**config.mk**
```make
export PLATFORM = sky130hd
export DESIGN_NAME = conv3x3_pipe
export DESIGN_NICKNAME = d
export VERILOG_FILES = /design/src/rtl/conv3x3_pipe.sv
export SDC_FILE = /design/constraint.sdc
export NUM_CORES = 2
export LEC_CHECK = 0
export BUFFER_PORTS_ARGS = -buffer_cell sky130_fd_sc_hd__buf_4
export CAP_MARGIN = 20
export CORE_MARGIN = 2
export CORE_UTILIZATION = 50
export CTS_CLUSTER_SIZE = 40
export DETAILED_ROUTE_END_ITERATION = 8
export MAX_ROUTING_LAYER = met4
export PLACE_DENSITY = 0.68
export SKIP_LAST_GASP = 1
export SYNTH_ARGS = -nofsm -noshare
export SYNTH_HDL_FRONTEND = slang
export SYNTH_SLANG_ARGS = --single-unit
```
**constraint.sdc**
```tcl
create_clock -name clk -period 10.7 [get_ports clk]
set_input_delay 0.535 -clock clk [delete_from_list [all_inputs] [get_ports clk]]
set_output_delay 0.535 -clock clk [all_outputs]
set_load 0.01 [all_outputs]
```
**src/rtl/conv3x3_pipe.sv**
```systemverilog
// 3x3 convolution over a 9-pixel window with double-buffered signed coefficients.
// Three registered stages (products, row sums, result/post-processing) advance on clken.
module conv3x3_pipe #(
  parameter int DW       = 10,
  parameter int CW       = 10,
  parameter int SHIFT    = 0,
  parameter int ABS_MODE = 0,
  localparam int AW      = DW + CW + 5
) (
  input  logic                 clk,
  input  logic                 aclr_n,
  input  logic                 clken,
  input  logic                 in_valid,
  input  logic [9*DW-1:0]      win,
  input  logic                 coef_we,
  input  logic [3:0]           coef_addr,
  input  logic signed [CW-1:0] coef_data,
  input  logic                 coef_swap,
  output logic                 out_valid,
  output logic signed [AW-1:0] result,
  output logic [DW-1:0]        pix_out,
  output logic                 sat_flag
);

  localparam int PW = DW + CW + 1;
  localparam int RW = PW + 2;
  localparam int XW = AW + 2;
  localparam int RND_SH = (SHIFT > 0) ? SHIFT - 1 : 0;
  localparam logic signed [XW-1:0] RND  = (SHIFT > 0) ? (XW'(1) << RND_SH) : XW'(0);
  localparam logic signed [XW-1:0] MAXP = XW'({DW{1'b1}});

  logic signed [CW-1:0] shadow [9];
  logic signed [CW-1:0] active [9];
  logic [DW-1:0]        pix    [9];
  logic signed [PW-1:0] prod   [9];
  logic signed [RW-1:0] row    [3];
  logic [2:0]           vpipe;

  logic signed [AW-1:0] sum_c;
  logic signed [XW-1:0] mag_c;
  logic signed [XW-1:0] shifted_c;
  logic [DW-1:0]        pix_c;
  logic                 sat_c;

  always_comb begin
    for (int k = 0; k < 9; k++) pix[k] = win[k*DW +: DW];
  end

  // A write landing on the swap cycle goes straight into the active bank too.
  always_ff @(posedge clk or negedge aclr_n) begin
    if (!aclr_n) begin
      for (int k = 0; k < 9; k++) begin
        shadow[k] <= (k == 4) ? CW'(1) : CW'(0);
        active[k] <= (k == 4) ? CW'(1) : CW'(0);
      end
    end else begin
      for (int k = 0; k < 9; k++) begin
        if (coef_we && coef_addr == 4'(k)) shadow[k] <= coef_data;
        if (coef_swap) active[k] <= (coef_we && coef_addr == 4'(k)) ? coef_data : shadow[k];
      end
    end
  end

  always_comb begin
    sum_c = AW'(row[0]) + AW'(row[1]) + AW'(row[2]);
    mag_c = XW'(sum_c);
    if (ABS_MODE != 0 && sum_c < 0) mag_c = -XW'(sum_c);
    shifted_c = (mag_c + RND) >>> SHIFT;
    pix_c = shifted_c[DW-1:0];
    sat_c = 1'b0;
    if (shifted_c < 0) begin
      pix_c = '0;
      sat_c = 1'b1;
    end else if (shifted_c > MAXP) begin
      pix_c = '1;
      sat_c = 1'b1;
    end
  end

  // Each stage only loads when its incoming slot holds a real sample, so bubbles keep old data.
  always_ff @(posedge clk or negedge aclr_n) begin
    if (!aclr_n) begin
      vpipe    <= '0;
      result   <= '0;
      pix_out  <= '0;
      sat_flag <= 1'b0;
      for (int k = 0; k < 9; k++) prod[k] <= '0;
      for (int r = 0; r < 3; r++) row[r] <= '0;
    end else if (clken) begin
      vpipe <= {vpipe[1:0], in_valid};
      if (in_valid) begin
        for (int k = 0; k < 9; k++)
          prod[k] <= PW'($signed({1'b0, pix[k]})) * PW'(active[k]);
      end
      if (vpipe[0]) begin
        for (int r = 0; r < 3; r++)
          row[r] <= RW'(prod[3*r]) + RW'(prod[3*r+1]) + RW'(prod[3*r+2]);
      end
      if (vpipe[1]) begin
        result   <= sum_c;
        pix_out  <= pix_c;
        sat_flag <= sat_c;
      end
    end
  end

  assign out_valid = vpipe[2];

endmodule

```
---- After elaboration in Yosys (flattened, before gate mapping) ----
Cells that the tools add are included.
storage, ports and cells
  register bits ........................... 477
  input port bits ......................... 110
  output and inout port bits .............. 37
  word-level logic and storage cells ...... 87
cells by class
  add/sub/neg operators ................... 8
  multipliers ............................. 9
  $lt $le $gt $ge ......................... 2
  equality and inequality tests ........... 8
  mux-type cells .......................... 13
  reduce and logical (&&, ||, !) cells .... 13
operators by type and width
  cell                    number
  $mul A11 B10 Y21        9
  $mux W10                11
  $add A22 B21 Y23        3
  $add A21 B21 Y22        3
  $add A24 B23 Y25        1
  $gt A25 B11 Y1 const B  1
  $lt A25 B1 Y1 const B   1
  $add A23 B23 Y24        1
  $eq A4 B3 Y1 const B    4
  $logic_and A1 B1 Y1     9
  $eq A4 B2 Y1 const B    2
  $reduce_and A2 Y1       3
  $eq A4 B1 Y1 const B    1
  $eq A4 B4 Y1 const B    1
  $logic_not A4 Y1        1
  $mux W1                 2

---- Longest topological paths before layout ----
  depth after elaboration ................. 5
  gate-level depth with buffers ........... 22
  depth with buffers taken out ............ 21

---- Worst setup path after synthesis ----
OpenSTA, ideal clock, no wires.
  path type ............................... input port to flip-flop
  start point ............................. input win[17]
  end point ............................... register prod[166] (netlist bit)
  library setup time ...................... 133 ps
  data arrival time ....................... 5376 ps
  required time ........................... 10567 ps
  path slack .............................. 5191 ps
  stages .................................. 21
  path buffers ............................ 1
  cells stage by stage .................... clkbuf_1 -> nand2_1 -> fa_1 -> inv_1 -> fa_1 -> inv_1 -> fa_1 -> inv_1 -> fa_1 -> inv_1 -> fa_1 -> inv_1 -> ha_1 -> or2_2 -> a21oi_1 -> a211oi_1 -> o31ai_1 -> o2111ai_1 -> a21oi_1 -> xor2_1 -> o21ai_0
between the ends
  word-level cells in the longest chain between the ends .. 1
ends and longest elaborated chain
  what                           line  RTL
  start, declared                14    input logic [9*DW-1:0] win,
  $mul A11 B10 Y21               93    prod[k] <= PW'($signed({1'b0, pix[k]})) * PW'(active[k]);
  end signal, assigned by index  93
  end, declared                  35    logic signed [PW-1:0] prod [9];
No other way between the ends.
A chain may end at the register's enable or synchronous reset.

---- Final worst setup path ----
  start point ............................. register active[44] (netlist bit)
  end point ............................... register prod[104] (netlist bit)
between the ends
  word-level cells in the longest chain between the ends .. 1
ends and longest elaborated chain
  what                             line  RTL
  start, declared                  33    logic signed [CW-1:0] active [9];
  start signal, assigned by index  54    active[k] <= (k == 4) ? CW'(1) : CW'(0);
  start signal, assigned by index  59    if (coef_swap) active[k] <= (coef_we && coef_addr == 4'(k)) ? coef_data : shadow[k];
  $mul A11 B10 Y21                 93
No other way between the ends.

==> run metrics <==
outcome=complete, no violations; highest clock rate=0.178 GHz; clock skew=36.5 ps; Synth Instances=5699; Total Neg Setup Slack=0 ps; Area contributors post-synth=fa_1 (24%), dfrtp_1 (22%), ha_1 (16%); initial core utilization=50.2%; Max-cap violations=0; core area=108000 µm²; count leader, synth=inv_1; worst endpoint required time=11200 ps; Routed WL=130000 µm; syn_area_per_cell=9.55 µm²; initial antenna violation count=9; area added between synthesis and finish=7.55%; final net count=7106; TritonCTS Buffers=59; die footprint=111000 µm²; largest net degree at the start of global routing=182; grt met2 use=39.0%; largest area contributor in the synthesized netlist=fa_1; RePlAce Congestion=0.912; Mapped Area=54400 µm²; Distinct cells, synth=80; ys flop type=dfrtp_1; synth cell count leaders=inv_1 (838), nand2_1 (818), ha_1 (680); Post-DRT Antenna Nets=0; Initial DRT Pass Iterations=5; layout cells sized above 1=8.90%; Sinks on Clock Net=477; sequential element share of the synthesized area=21.9%; final setup violation count=0; Warnings, synthesis=0; Max Root-Sink Buffers=3; GRT Total Usage=24.7%; width of the die=334 µm; CP arrival=6140 ps; CTS tree=built; Async SR Flop Fraction=100%; Final Max Slew Viols=0; Synth top area share=24.2%; Post-synth EDFFs=0; main combinational cell family by area after synthesis=adder cells; Vias=38200; Residual DRC=0; Worst slew margin=31.1%; period utilization=52.6%; H-tree depth=2; vias in the first global route=39800; syn nets=7146; number of synthesized register bits=477; Avg WL per Cell=18.3 µm; I/O pins=147; met1 Use GR=33.3%; PortBufs=146; Synth Area in Simple Gates=14.7%; Most Crowded Layer GR=met2; # fillers=9768; adder-cell share of the synthesized area=39.8%; Cell Rows=121; crit end category=flip-flop; Hold Violations, Final=0; DR vias/cell=5.36; first-pass GRT wire length=213000 µm; DP Wirelength=103000 µm; GRT met3 Usage=3.75%; Post-Synth XOR/XNOR Area=3.41%; worst min path class=in -> reg; worst skew pair latency=660 ps; Reg clk slew, reported paths=60 ps; crit path kind=reg -> reg; CP max FO=11; chip height=334 µm; number of DRC markers in iteration 0=2194; Root Driver=clkbuf_16; Slew @ Worst Pin=1030 ps; RSZ-0062 raised after global routing=false; Synth Area in Compound Gates=8.29%; min cycle time layout=5630 ps; global route overflow=0; mux contribution to synthesized area=4.22%; CP Launch Type=flip-flop
## sequential cells by signal, summed over array words and instances, names as in the netlist
signal	count
prod	189
row	69
shadow	90
sat_flag	1
active	90
pix_out	10
vpipe	3
result	25
## per-layer routing
| metal | vias to the layer above | part of all wire (%) |
|---|---|---|
| met4 | 0 | 2.9 |
| met3 | 184 | 5.6 |
| met2 | 804 | 46 |
| met5 | - | 0 |
| met1 | 19000 | 45 |
| li1 | 18200 | - |
## repair_timing
item                       in CTS  in global routing
hold endpoints to repair       86                  0
hold buffers                    1                  0
gates resized for setup         0                  0
setup endpoints to repair       0                  0
buffers inserted                0                  0
## cell type report
class	count	area [µm²]	share of cell area (%)
inverter	838	3150	5.38
tap	1414	1770	3.02
timing repair buffer	162	1260	2.15
multi-input combinational	4121	38300	65.5
clock inverter	35	427	0.729
clock buffer	73	1620	2.77
sequential	477	11900	20.4
antenna	4	10.0	0.0171
## worst max-delay path, cell delays in order, from the launching register on
cell and delay [ps]:
dfrtp_1 510, and2_1 220, fa_1 540, inv_1 60
fa_1 530, inv_1 50, fa_1 450, fa_1 490
inv_1 50, fa_1 470, inv_1 40, ha_1 350
a21o_1 190, a21oi_1 150, o22ai_1 110, o31ai_1 430
o2111ai_1 220, a31o_2 280, a21oi_1 160, xnor2_1 130
o21ai_1 70
## through the flow
step,util (%),hold WS [ps],setup WS (ps),instances,cell area (µm²)
2_1_floorplan,-,239,5190,5699,54400
3_3_place_gp,52.1,454,4960,7010,56400
3_5_place_dp,52.1,469,4910,7010,56400
4_1_cts,53.9,154,5050,7119,58500
5_1_grt,54.0,227,4610,7122,58500
6_report,54.0,202,5070,7124,58500
## final timing paths
path	cells after the start	end	start	slack, ps
worst max-delay path	20	prod[104]	active[44]	5070
worst min-delay path	3	prod[42]	win[60]	200
worst max register to register	20	prod[104]	active[44]	5070
worst min register to register	2	result[16]	result[16]	480
max in group asynchronous	4	shadow[33]	aclr_n	7940
min in group asynchronous	2	active[78]	aclr_n	470
## cells by family after synthesis
kind of cell,count (synthesis)
mux,204
buf+inv,1101
flops,477
fa+ha+maj,1337
xor+xnor,212
compound gates,716
simple gates,1652
## cell usage in the layout, fill, tap and decap left out, types with 29 or more instances in the layout
| cell type | Yosys | final |
|---|---|---|
| nor2_1 | 96 | 96 |
| inv_1 | 838 | 838 |
| a21oi_1 | 139 | 139 |
| clkbuf_16 | 0 | 59 |
| nand3_1 | 49 | 49 |
| xor2_1 | 98 | 98 |
| buf_4 | 0 | 158 |
| ha_1 | 680 | 680 |
| dfrtp_1 | 475 | 475 |
| a21o_1 | 60 | 60 |
| o21ai_0 | 271 | 271 |
| mux2_2 | 203 | 203 |
| and2_1 | 402 | 401 |
| nor3_1 | 51 | 51 |
| nor2b_1 | 58 | 58 |
| a31oi_1 | 29 | 29 |
| fa_1 | 657 | 657 |
| nand2b_1 | 66 | 66 |
| xnor2_1 | 114 | 114 |
| nand2_1 | 818 | 816 |
Power is left out: the tool's default activity adds up to more than one toggle a clock period on the data nets, which glitch-free logic cannot reach.
